**config.mk**
```make
export PLATFORM = sky130hd
export DESIGN_NAME = usb_bit_rx
export DESIGN_NICKNAME = d
export VERILOG_FILES = /design/src/rtl/usb_bit_rx_pkg.sv /design/src/rtl/usb_bit_rx_line_sync.sv /design/src/rtl/usb_bit_rx.sv
export SDC_FILE = /design/constraint.sdc
export NUM_CORES = 1
export LEC_CHECK = 0
export BUFFER_PORTS_ARGS = -buffer_cell sky130_fd_sc_hd__buf_4
export CORE_MARGIN = 2
export CORE_UTILIZATION = 30
export DETAILED_ROUTE_END_ITERATION = 12
export HOLD_SLACK_MARGIN = 0.05
export MAX_ROUTING_LAYER = met4
export PLACE_DENSITY = 0.46
export SLEW_MARGIN = 20
export SYNTH_ARGS = -nofsm -noshare
export SYNTH_HDL_FRONTEND = slang
export SYNTH_HIERARCHICAL = 1
export SYNTH_SLANG_ARGS = --single-unit
export TNS_END_PERCENT = 10
```
**constraint.sdc**
```tcl
create_clock -name clk -period 3.94 [get_ports clk]
set_input_delay 0.788 -clock clk [delete_from_list [all_inputs] [get_ports clk]]
set_output_delay 0.788 -clock clk [all_outputs]
set_load 0.05 [all_outputs]
```
**src/rtl/usb_bit_rx_pkg.sv**
```systemverilog
// usb_bit_rx_pkg: shared line-state codes, FSM encoding and framing limits
// for the full-speed USB bit receiver.
//   line_t  : decoded {D+, D-} pair (J = 10, K = 01, SE0 = 00, SE1 = 11)
//   state_t : receiver FSM states
package usb_bit_rx_pkg;

    typedef enum logic [1:0] {
        LINE_SE0 = 2'b00,
        LINE_K   = 2'b01,
        LINE_J   = 2'b10,
        LINE_SE1 = 2'b11
    } line_t;

    typedef enum logic [2:0] {
        ST_IDLE,
        ST_SYNC,
        ST_DATA,
        ST_EOP,
        ST_ERR
    } state_t;

    // Consecutive ones after which a stuffed zero is expected.
    localparam int STUFF_LIMIT = 6;
    // Minimum number of SYNC zeros before the closing one is accepted.
    localparam int SYNC_MIN_ZEROS = 3;

    function automatic logic is_jk(input line_t l);
        return (l == LINE_J) || (l == LINE_K);
    endfunction

endpackage

```
**src/rtl/usb_bit_rx_line_sync.sv**
```systemverilog
// usb_line_sync: two-flop synchronizer on D+/D- plus line-state decode.
//   clk, rst   : clock, asynchronous active-high reset
//   dp, dm     : raw pins, asynchronous to clk
//   line       : synchronized line state (two cycles behind the pins)
//   transition : high for the one cycle in which line moves J->K or K->J
module usb_line_sync
    import usb_bit_rx_pkg::*;
(
    input  logic  clk,
    input  logic  rst,
    input  logic  dp,
    input  logic  dm,
    output line_t line,
    output logic  transition
);

    line_t meta;
    line_t sync;
    line_t last;

    // All stages reset to J so that leaving reset on an idle bus shows no edge.
    always_ff @(posedge clk or posedge rst) begin
        if (rst) begin
            meta <= LINE_J;
            sync <= LINE_J;
            last <= LINE_J;
        end else begin
            meta <= line_t'({dp, dm});
            sync <= meta;
            last <= sync;
        end
    end

    assign line = sync;
    // Only differential edges carry timing; SE0/SE1 edges are ignored.
    assign transition = is_jk(sync) && is_jk(last) && (sync != last);

endmodule

```
**src/rtl/usb_bit_rx.sv**
```systemverilog
// usb_bit_rx: full-speed USB receive front end (bit recovery, SYNC detect,
// NRZI decode, bit unstuffing, EOP detect) feeding a packet_rx bit stream.
//   clk, rst  : 60 MHz clock, asynchronous active-high reset
//   dp, dm    : raw D+/D- pins
//   rx_start  : one-cycle pulse when SYNC completes
//   rx_status : one-cycle strobe per decoded, unstuffed bit
//   rx_bit    : decoded bit, valid with rx_status
//   rx_finish : one-cycle pulse on a valid EOP
//   rx_error  : one-cycle pulse on stuff error, SE1 or bad EOP
//   rx_active : high from rx_start through rx_finish/rx_error
// Build option: define USB_RX_STUFF_ERR_EN to flag a one in a stuff-bit slot
// as an error; otherwise that slot is always discarded.
module usb_bit_rx
    import usb_bit_rx_pkg::*;
#(
    parameter int CLKS_PER_BIT = 5,
    parameter int SAMPLE_PT    = 2,
    parameter int IDLE_BITS    = 7
) (
    input  logic clk,
    input  logic rst,
    input  logic dp,
    input  logic dm,
    output logic rx_start,
    output logic rx_status,
    output logic rx_bit,
    output logic rx_finish,
    output logic rx_error,
    output logic rx_active
);

    localparam int PW = $clog2(CLKS_PER_BIT + 1);
    localparam int JW = $clog2(IDLE_BITS + 1);

    line_t   line;
    logic    transition;
    logic    sample;
    logic    dbit;
    logic [PW-1:0] phase;

    state_t  state, state_n;
    line_t   prev, prev_n;
    logic [2:0]    zc, zc_n;
    logic [2:0]    ones, ones_n;
    logic [1:0]    se0n, se0_n;
    logic [JW-1:0] jn, jn_n;
    logic    start_n, status_n, bit_n, finish_n, error_n, active_n;

    usb_line_sync u_line_sync (
        .clk       (clk),
        .rst       (rst),
        .dp        (dp),
        .dm        (dm),
        .line      (line),
        .transition(transition)
    );

    // Phase counter re-aligns on every differential edge and free-runs
    // across runs of identical bits.
    always_ff @(posedge clk or posedge rst) begin
        if (rst)
            phase <= '0;
        else if (transition || phase == PW'(CLKS_PER_BIT - 1))
            phase <= '0;
        else
            phase <= phase + PW'(1);
    end

    // An edge landing on the sample slot starts a new bit; sampling it here
    // as well would read that bit twice.
    assign sample = !transition && (phase == PW'(SAMPLE_PT));
    assign dbit   = (line == prev);

    always_ff @(posedge clk or posedge rst) begin
        if (rst) begin
            state     <= ST_IDLE;
            prev      <= LINE_J;
            zc        <= '0;
            ones      <= '0;
            se0n      <= '0;
            jn        <= '0;
            rx_start  <= 1'b0;
            rx_status <= 1'b0;
            rx_bit    <= 1'b0;
            rx_finish <= 1'b0;
            rx_error  <= 1'b0;
            rx_active <= 1'b0;
        end else begin
            state     <= state_n;
            prev      <= prev_n;
            zc        <= zc_n;
            ones      <= ones_n;
            se0n      <= se0_n;
            jn        <= jn_n;
            rx_start  <= start_n;
            rx_status <= status_n;
            rx_bit    <= bit_n;
            rx_finish <= finish_n;
            rx_error  <= error_n;
            rx_active <= active_n;
        end
    end

    always_comb begin
        state_n  = state;
        prev_n   = prev;
        zc_n     = zc;
        ones_n   = ones;
        se0_n    = se0n;
        jn_n     = jn;
        start_n  = 1'b0;
        status_n = 1'b0;
        bit_n    = rx_bit;
        finish_n = 1'b0;
        error_n  = 1'b0;
        if (sample) begin
            prev_n = is_jk(line) ? line : prev;
            case (state)
                ST_IDLE: begin
                    if (line == LINE_K) begin
                        state_n = ST_SYNC;
                        zc_n    = 3'd1;
                    end
                end
                ST_SYNC: begin
                    if (!is_jk(line))
                        state_n = ST_IDLE;
                    else if (!dbit)
                        zc_n = (zc == 3'd7) ? zc : zc + 3'd1;
                    else if (zc >= 3'(SYNC_MIN_ZEROS)) begin
                        state_n = ST_DATA;
                        start_n = 1'b1;
                        ones_n  = 3'd1;
                    end else
                        state_n = ST_IDLE;
                end
                ST_DATA: begin
                    if (line == LINE_SE0) begin
                        state_n = ST_EOP;
                        se0_n   = 2'd1;
                    end else if (line == LINE_SE1) begin
                        state_n = ST_ERR;
                        error_n = 1'b1;
                        jn_n    = '0;
                    end else if (ones == 3'(STUFF_LIMIT)) begin
`ifdef USB_RX_STUFF_ERR_EN
                        if (dbit) begin
                            state_n = ST_ERR;
                            error_n = 1'b1;
                            jn_n    = '0;
                        end else
                            ones_n = '0;
`else
                        ones_n = '0;
`endif
                    end else begin
                        status_n = 1'b1;
                        bit_n    = dbit;
                        ones_n   = dbit ? ones + 3'd1 : 3'd0;
                    end
                end
                ST_EOP: begin
                    if (line == LINE_SE0 && se0n != 2'd3)
                        se0_n = se0n + 2'd1;
                    else if (line == LINE_J) begin
                        state_n  = ST_IDLE;
                        finish_n = 1'b1;
                    end else begin
                        state_n = ST_ERR;
                        error_n = 1'b1;
                        jn_n    = '0;
                    end
                end
                ST_ERR: begin
                    if (line != LINE_J)
                        jn_n = '0;
                    else if (jn == JW'(IDLE_BITS - 1)) begin
                        state_n = ST_IDLE;
                        jn_n    = '0;
                    end else
                        jn_n = jn + JW'(1);
                end
                default: state_n = ST_IDLE;
            endcase
        end
        // Errors only arise inside a packet, so the terminating pulse is the
        // last cycle of rx_active.
        active_n = (state_n == ST_DATA) || (state_n == ST_EOP) || finish_n || error_n;
    end

endmodule
```
==> results of run 1 <==
-- cells by family after synthesis --
group           after synthesis  share of synthesized area (%)
compound gates               34                           13.3
xor+xnor                      2                           1.02
fa+ha+maj                    15                           10.9
buf+inv                      14                           3.27
flops                        31                           45.3
mux                           7                           4.43
simple gates                 64                           21.8
-- power by group --
part           leakage, nW  internal, mW  switching (mW)
combinational        0.422         0.112           0.175
clock               0.0371         0.117           0.101
sequential           0.399         0.374          0.0622
-- cell usage in the layout, fill, tap and decap left out, drive strengths merged, types with 3 or more instances in the layout --
cell type   n
a21oi       9
and2        3
buf         9
clkbuf      6
dfrtp      27
dfstp       4
ha         15
inv         9
mux2        5
nand2      17
nand2b      4
nand3       3
nand4       3
nand4bb     3
nor2       13
nor2b       3
nor3        5
o21ai      11
o31ai       4
-- layer usage --
| layer | GRT usage, % | vias up |
|---|---|---|
| met5 | - | - |
| met4 | 4.75 | 0 |
| met3 | 3.62 | 8 |
| met2 | 19.8 | 23 |
| met1 | 14.1 | 603 |
| li1 | - | 614 |
-- worst reg2reg max path: cells and delay by family (launching register included) --
kind / cells / cell delay [ns]
adder cells (fa/ha/maj): 1 / 0.29
AND/OR/NAND/NOR: 2 / 0.55
AO/OA/AOI/OAI: 3 / 0.61
buffers and inverters: 1 / 0.10
flip-flops: 1 / 0.62
-- worst min path at each step --
stage,slack [ns],to,start
4_1_cts,0.36,u_line_sync/line[1]$_DFF_PP1_,u_line_sync/meta[1]$_DFF_PP1_
2_1_floorplan,0.33,u_line_sync/line[0]$_DFF_PP0_,u_line_sync/meta[0]$_DFF_PP0_
5_1_grt,0.37,u_line_sync/line[1]$_DFF_PP1_,u_line_sync/meta[1]$_DFF_PP1_
3_5_place_dp,0.34,u_line_sync/line[0]$_DFF_PP0_,u_line_sync/meta[0]$_DFF_PP0_
3_3_place_gp,0.34,u_line_sync/line[0]$_DFF_PP0_,u_line_sync/meta[0]$_DFF_PP0_
6_report,0.36,u_line_sync/line[0]$_DFF_PP0_,u_line_sync/meta[0]$_DFF_PP0_
-- per-stage QoR --
stage / total power [mW] / instance area [um2] / hold WS [ns] / instances / util (%)
2_1_floorplan: 0.662 / 1720 / 0.331 / 167 / -
4_1_cts: 0.962 / 1940 / 0.362 / 250 / 34.9
3_5_place_dp: 0.732 / 1860 / 0.340 / 244 / 33.6
6_report: 0.942 / 1940 / 0.356 / 250 / 34.9
3_3_place_gp: 0.723 / 1860 / 0.341 / 244 / 33.6
5_1_grt: 1.02 / 1940 / 0.371 / 250 / 34.9
-- registers in the layout, indices dropped and copies added (netlist names), 3 cells and up, named ones only --
name   count
jn         3
ones       3
phase      3
zc         3
-- final cells by class --
cell class | count | share of cell area (%)
sequential | 31 | 40.3
tap | 72 | 4.65
clock buffer | 6 | 3.75
multi-input combinational | 122 | 45.8
inverter | 10 | 1.94
timing repair buffer | 9 | 3.49
==> results_dict.tcl, run 1 <==
set metrics [dict create \
    cts_resized 0 \
    setup_ws_ns 1.65 \
    route.final.wire_length_um 3390 \
    wl_met3_um 108 \
    cp_top_family "flip-flops" \
    seq_area_um2 781 \
    hold_depth 0 \
    place.gp.congestion 0.814 \
    synth_common_cells "dfrtp_1, nand2_1, ha_1" \
    synthesis.area_mm2 0.00172 \
    yosysTopAreaCellShare_pct 39.2 \
    synth_nets 186 \
    max_stage_delay_ns 0.62 \
    cts-root-buf "clkbuf_8" \
    regToRegSetupSlack_ns 1.65 \
    grt_pass1_vias 1249 \
    tightest_slew_ns 0.900 \
    cp.depth 7 \
    power_density_mw_per_mm2 486 \
    seq_area_frac_synth_pct 45.3 \
    cpMostUsedCell "o21ai_1" \
    place_ws_ns 1.71 \
    cts.clk_slew.worst_paths_ns 0.06 \
    port-buffer-count 9 \
    cp_cell_sequence "inv_1 -> ha_1 -> nor2b_1 -> nor4b_2 -> o21ai_1 -> o21ai_1 -> o41ai_2" \
    synth_area_leader_cell "dfrtp_1" \
    die_w_um 79.8 \
    setup_viol 0 \
    r2r-end "jn[2]$_DFFE_PP0P_" \
    ys_top_cells_by_area "dfrtp_1, ha_1, dfstp_2" \
    crit_path_start "u_line_sync/line[1]$_DFF_PP1_" \
    clock-skew-final_ns 0.00528 \
    clock_latency_ns 0.27 \
    drive_gt1_share_pct 14.0 \
    grt_pass1_wl_um 5720 \
    synthArstFlopShare_pct 100 \
    slew_violations 0 \
    area_delta_synth_final_pct 12.3 \
    leakage_nw 0.858 \
    wl_per_cell_um 13.6 \
    antenna_found_initial 0 \
    dr_wl_met2_um 1650 \
    max_cap_violations 0 \
    hold_viol 0 \
    setup_tns_ns 0 \
    cp-start-kind "register" \
    start_util_pct 31.1 \
    num_rows 27 \
    synth_cell_type_count 41 \
    clock_sinks 31 \
    hold_class "register to register" \
    relSlewSlack_pct 39.6 \
    critPathBufInv 1 \
    grt.total_usage_pct 12.1 \
    vias 1248 \
    endpoint_kind "register" \
    ys.flop_type "dfrtp_1" \
    synth_most_common_cell "dfrtp_1" \
    syn_area_per_cell_um2 10.3 \
    rsz0062_at_grt "false" \
    dp_hpwl_um 2540 \
    drtIter0Drc 94 \
    cts_tree "yes" \
    ys_warn_count 6 \
    fp.dieH_um 79.8 \
    overflow 0 \
    multi_input_area_um2 887 \
    wl_met1_um 1580 \
    fmax_mhz 437 \
    cts.htree.levels 2 \
    ios 10 \
    synth_edf_count 0 \
    clockBufferDepth 2 \
    diodes 0 \
    status "finished, final reports clean" \
    vdd_drop_max_uv 202 \
    fin_crit_sh_pct 58.1 \
    crit_fanout 9 \
    reg2reg_depth 7 \
    crit_arrival_ns 2.43 \
    num-fill-cells 567 \
    grt_max_degree 26 \
    cts_setup_buffers 0 \
    drc 0 \
    dr.pass1.iters 4 \
    top_layer "met4" \
    coreArea_mm2 0.00554 \
    cts_buffers 5 \
    fin_nets 198 \
    fp.dieArea_mm2 0.00637 \
    required_ns 4.09 \
    slowest_stage "dfstp_2" \
    fin_crit_ns 2.29 \
    postRouteAntennaNets 0 \
    reg2reg_from "u_line_sync/line[1]$_DFF_PP1_" \
    crit_path_end "jn[2]$_DFFE_PP0P_" \
    syn_inst 167 \
    vias_per_cell 4.99 \
    synth-seq-cells 31 \
    setup.worst_path.class "register to register" \
    cts_hold_buf 0 \
]
Note: power is estimated with default switching activity, not from simulation.
==> run 2, diff against run 1 <==
--- a/config.mk
+++ b/config.mk
@@ -11,7 +11,7 @@
 export DETAILED_ROUTE_END_ITERATION = 12
 export HOLD_SLACK_MARGIN = 0.05
 export MAX_ROUTING_LAYER = met4
-export PLACE_DENSITY = 0.46
+export PLACE_DENSITY = 0.48
 export SLEW_MARGIN = 20
 export SYNTH_ARGS = -nofsm -noshare
 export SYNTH_HDL_FRONTEND = slang
==> constraint.sdc (replaced) <==
create_clock -name clk -period 2 [get_ports clk]
set_input_delay 0.4 -clock clk [delete_from_list [all_inputs] [get_ports clk]]
set_output_delay 0.4 -clock clk [all_outputs]
set_load 0.05 [all_outputs]
==> results_dict.tcl, run 2 (synthesis results as in run 1) <==
set metrics [dict create \
    timing.hold.ws_ns 0.221 \
    fin_crit_sh_pct 96.1 \
    leakage_nw 0.970 \
    multi_input_area_um2 916 \
    num_rows 27 \
    fp.dieArea_mm2 0.00637 \
    cts_buffers 5 \
    hold_viol 0 \
    grt_busiest_layer "met2" \
    drc 0 \
    diodes 0 \
    postLayoutCoreUtil_pct 38.5 \
    place.gp.congestion 0.763 \
    fin_nets 214 \
    cts-root-buf "clkbuf_8" \
    use_met1_pct 16.2 \
    grtUsageMet3_pct 3.17 \
    layout_common_cells "dfrtp_1, buf_4, nand2_1" \
    die_w_um 79.8 \
    num-fill-cells 557 \
    setup_tns_ns 0 \
    crit_fanout 5 \
    dr.pass1.iters 4 \
    grt_pass1_vias 1348 \
    vias_per_cell 4.83 \
    clock_sinks 31 \
    fmax_mhz 520 \
    postRouteAntennaNets 0 \
    grt.total_usage_pct 13.2 \
    slew_violations 0 \
    endpoint_kind "register" \
    hold_class "input port to register" \
    power_density_mw_per_mm2 1030 \
    antenna_found_initial 0 \
    met2_usage_pct 20.8 \
    cp-start-kind "register" \
    coreArea_mm2 0.00554 \
    layout_commonest_cell "dfrtp_1" \
    relSlewSlack_pct 72.5 \
    finalPower_mw 2.19 \
    cts.clk_slew.worst_paths_ns 0.07 \
    cts_setup_buffers 0 \
    rsz0062_at_grt "false" \
    clock_latency_ns 0.29 \
    port-buffer-count 9 \
    clock-skew-final_ns 0.00772 \
    fp.dieH_um 79.8 \
    vias 1295 \
    place_area_mm2 0.00198 \
    finalInstanceArea_mm2 0.00213 \
    setup_viol 0 \
    status "finished, final reports clean" \
    clockBufferDepth 2 \
    setup.worst_path.class "register to register" \
    required_ns 2.17 \
    ios 10 \
    grt_pass1_wl_um 6310 \
    seq_area_um2 781 \
    final_cells 268 \
    start_util_pct 31.1 \
    fin_crit_ns 1.92 \
    max_cap_violations 0 \
    tightest_slew_ns 0.411 \
    route.final.wire_length_um 3600 \
    drive_gt1_share_pct 25.0 \
    cts_tree "yes" \
    cts.htree.levels 2 \
    place_ws_ns 0.0229 \
    dp_hpwl_um 2700 \
    overflow 0 \
    grt_max_degree 26 \
    setup_ws_ns 0.0774 \
    dp.cells 259 \
    drtIter0Drc 80 \
    crit_arrival_ns 2.10 \
    wl_per_cell_um 13.4 \
    vdd_drop_max_uv 437 \
    area_delta_synth_final_pct 23.7 \
]
[run 2: changes by cell type in the layout (fill, tap and decap cells not counted), sizes merged]
| cell | change |
|---|---|
| bufinv | +1 |
| dlygate4sd3 | +1 |
| inv | +1 |
| buf | +15 |
[run 2: path summary, 6_finish.rpt]
path	startpoint	to	slack [ns]	cells past startpoint
worst max-delay path	u_line_sync/line[1]$_DFF_PP1_	ones[1]$_DFFE_PP0P_	0.08	6
worst min-delay path	dp	u_line_sync/meta[1]$_DFF_PP1_	0.22	1
worst max register to register	u_line_sync/line[1]$_DFF_PP1_	ones[1]$_DFFE_PP0P_	0.08	6
worst min register to register	u_line_sync/meta[0]$_DFF_PP0_	u_line_sync/line[0]$_DFF_PP0_	0.35	0
max in group asynchronous	rst	prev[1]$_DFFE_PP1P_	0.98	4
min in group asynchronous	rst	u_line_sync/meta[0]$_DFF_PP0_	0.59	3
[run 2: routing by layer]
metal | share of wire [%] | up-vias | wire length, um
li1 | - | 649 | -
met1 | 48 | 622 | 1720
met2 | 48 | 19 | 1720
met3 | 2.9 | 5 | 103
met4 | 1.6 | 0 | 57
met5 | 0 | - | 0
[run 2: repair_timing]
action	4_1_cts	5_1_grt
endpoints found under the setup margin	0	9
resized for setup	0	8
hold buffers	1	0
hold endpoints to repair	3	0
[run 2: cell type report]
class                           instances  area share [%]
Clock inverter                          2            1.64
Multi-Input combinational cell        122            43.0
Inverter                               10            1.76
Tap cell                               72            4.23
Sequential cell                        31            36.6
Timing Repair Buffer                   25            8.92
Clock buffer                            6            3.87
[run 2: critical path, stage by stage (launching register included)]
cell	delay (ns)
dfstp_2	0.56
inv_1	0.06
ha_1	0.30
a21oi_1	0.07
a211o_2	0.34
nor2_2	0.15
mux2_1	0.33
[run 2: power by group]
group | switching [mW] | internal, mW | total [mW]
Clock | 0.247 | 0.403 | 0.650
Sequential | 0.0986 | 0.737 | 0.836
Combinational | 0.404 | 0.303 | 0.707
Total | 0.749 | 1.44 | 2.19
==> run 3, diff against run 2 <==
--- a/config.mk
+++ b/config.mk
@@ -5,13 +5,14 @@
 export SDC_FILE = /design/constraint.sdc
 export NUM_CORES = 1
 export LEC_CHECK = 0
+export ABC_AREA = 1
 export BUFFER_PORTS_ARGS = -buffer_cell sky130_fd_sc_hd__buf_4
 export CORE_MARGIN = 2
 export CORE_UTILIZATION = 30
 export DETAILED_ROUTE_END_ITERATION = 12
 export HOLD_SLACK_MARGIN = 0.05
 export MAX_ROUTING_LAYER = met4
-export PLACE_DENSITY = 0.48
+export PLACE_DENSITY = 0.46
 export SLEW_MARGIN = 20
 export SYNTH_ARGS = -nofsm -noshare
 export SYNTH_HDL_FRONTEND = slang
==> constraint.sdc (replaced) <==
create_clock -name clk -period 1.9 [get_ports clk]
set_input_delay 0.38 -clock clk [delete_from_list [all_inputs] [get_ports clk]]
set_output_delay 0.38 -clock clk [all_outputs]
set_load 0.05 [all_outputs]
==> results_dict.tcl, run 3 <==
set metrics [dict create \
    clkPwrFrac_pct 27.5 \
    clockBufferDepth 2 \
    num-fill-cells 588 \
    p_switching_mw 0.744 \
    drive_gt1_share_pct 21.0 \
    cts_tree "yes" \
    ys_warn_count 6 \
    synthArstFlopShare_pct 100 \
    critPathBufInv 2 \
    hold_viol 0 \
    setup.worst_path.class "register to register" \
    clock_sinks 31 \
    clock_latency_ns 0.28 \
    fmax_mhz 576 \
    place_area_mm2 0.00195 \
    ys_top_cells_by_area "dfrtp_1, nand2_1, ha_1" \
    setup_ws_ns 0.165 \
    grt_max_degree 26 \
    grt.total_usage_pct 12.5 \
    cts_resized 0 \
    layout_common_cells "nand2_1, inv_1, dfrtp_1" \
    setup_viol 0 \
    cts.htree.levels 2 \
    layout_commonest_cell "nand2_1" \
    status "finished, final reports clean" \
    finalPower_mw 2.09 \
    leakage_nw 1.06 \
    wl_per_cell_um 10.9 \
    yosysTopAreaCellShare_pct 38.5 \
    grt_pass1_wl_um 5970 \
    fin_nets 256 \
    setup_tns_ns 0 \
    antenna_found_initial 0 \
    synth_edf_count 0 \
    syn_inst 213 \
    route.final.wire_length_um 3360 \
    cp_cell_sequence "inv_2 -> ha_1 -> inv_1 -> nor2_1 -> o21ai_0 -> nand3_1 -> nor2_2 -> o21ai_0" \
    synth_area_leader_cell "dfrtp_1" \
    place.gp.congestion 0.818 \
    dp.cells 299 \
    grt_pass1_vias 1307 \
    diodes 0 \
    fp.dieH_um 80.5 \
    synth_nets 232 \
    max_stage_delay_ns 0.57 \
    start_util_pct 31.5 \
    cp_top_family "flip-flops" \
    fin_crit_sh_pct 91.3 \
    crit_arrival_ns 1.89 \
    ys.flop_type "dfrtp_1" \
    slowest_stage "dfstp_2" \
    seqPwrFrac_pct 42.9 \
    crit_fanout 6 \
    rsz0062_at_grt "false" \
    max_cap_violations 0 \
    p_int_mw 1.34 \
    dr.pass1.iters 4 \
    synth_common_cells "nand2_1, dfrtp_1, inv_1" \
    combPwrFrac_pct 29.6 \
    synth_cell_type_count 24 \
    power_density_mw_per_mm2 1010 \
    cts_buffers 5 \
    port-buffer-count 9 \
    tightest_slew_ns 0.329 \
    fp.dieArea_mm2 0.00647 \
    finalInstanceArea_mm2 0.00207 \
    slew_violations 0 \
    die_w_um 80.5 \
    area_delta_synth_final_pct 18.3 \
    vias 1341 \
    cts-root-buf "clkbuf_8" \
    cpMostUsedCell "o21ai_0" \
    seq_area_frac_synth_pct 44.5 \
    ios 10 \
    vdd_drop_max_uv 582 \
    cp-start-kind "register" \
    synth-seq-cells 31 \
    endpoint_kind "register" \
    postRouteAntennaNets 0 \
    num_rows 27 \
    multi_input_area_um2 850 \
    hold_class "input port to register" \
    seq_area_um2 781 \
    fin_crit_ns 1.74 \
    swShare_pct 35.6 \
    relSlewSlack_pct 78.1 \
    coreArea_mm2 0.00557 \
    required_ns 2.06 \
    drc 0 \
    clock-skew-final_ns 0.00505 \
    overflow 0 \
    dp_hpwl_um 2530 \
    vias_per_cell 4.33 \
    drtIter0Drc 67 \
    synth_most_common_cell "nand2_1" \
    place_ws_ns 0.116 \
    syn_area_per_cell_um2 8.24 \
    synthesis.area_mm2 0.00175 \
    cts.clk_slew.worst_paths_ns 0.06 \
    final_cells 310 \
]
-- run 3: cell count changes after synthesis, moves of 6 or more --
cell,change
inv_2,+6
o21ai_0,+10
inv_1,+17
nand3_1,+12
a21oi_1,-6
nand2_1,+36
nand2_2,+6
-- run 3: worst paths after layout --
kind	start	to	slack (ns)	cells past startpoint
worst max-delay path	u_line_sync/line[1]$_DFF_PP1_	jn[0]$_DFFE_PP0P_	0.16	8
worst min-delay path	dp	u_line_sync/meta[1]$_DFF_PP1_	0.20	1
worst max register to register	u_line_sync/line[1]$_DFF_PP1_	jn[0]$_DFFE_PP0P_	0.16	8
worst min register to register	u_line_sync/meta[0]$_DFF_PP0_	u_line_sync/line[0]$_DFF_PP0_	0.35	0
max in group asynchronous	rst	prev[1]$_DFFE_PP1P_	0.89	4
min in group asynchronous	rst	u_line_sync/last[0]$_DFF_PP0_	0.56	3
-- run 3: kinds of logic (layout without fill, tap and decap cells) --
logic type | after synthesis | count (layout) | synth area share, %
XOR/XNOR | 3 | 3 | 1.50
AND/OR/NAND/NOR | 107 | 107 | 28.7
flip-flops | 31 | 31 | 44.5
AO/OA/AOI/OAI | 24 | 24 | 7.49
adder cells (fa/ha/maj) | 15 | 15 | 10.7
buffers and inverters | 33 | 58 | 7.06
-- run 3: power by group through the flow --
stage | logic, mW | clock network, mW | registers (mW)
after floorplan | 0.468 | 0 | 0.883
after global placement | 0.607 | 0 | 0.909
after detailed placement | 0.598 | 0 | 0.908
after CTS | 0.605 | 0.600 | 0.896
after global routing | 0.735 | 0.633 | 0.916
final | 0.619 | 0.574 | 0.896
-- run 3: stage by stage --
step	util, %	hold slack [ns]
5_1_grt	37.2	0.184
3_3_place_gp	35.0	0.314
3_5_place_dp	35.0	0.314
4_1_cts	36.9	0.190
6_report	37.2	0.202
2_1_floorplan	-	0.169
-- run 3: area by class of cell --
type	count	area share, %
multi-input combinational	149	41.0
sequential	31	37.6
timing repair buffer	17	6.27
inverter	33	5.97
clock buffer	8	4.83
tap	72	4.34
-- run 3: metal layers --
| metal | wire length (um) | GRT usage [%] | up-vias |
|---|---|---|---|
| met5 | 0 | - | - |
| met4 | 62 | 5.42 | 0 |
| met2 | 1450 | 18.9 | 15 |
| li1 | - | - | 720 |
| met3 | 102 | 3.37 | 7 |
| met1 | 1750 | 15.9 | 599 |
-- run 3: repair_timing --
action,CTS,global route
buffers inserted,0,2
hold endpoints to repair,3,0
hold buffers,1,0
setup endpoints to repair,0,3
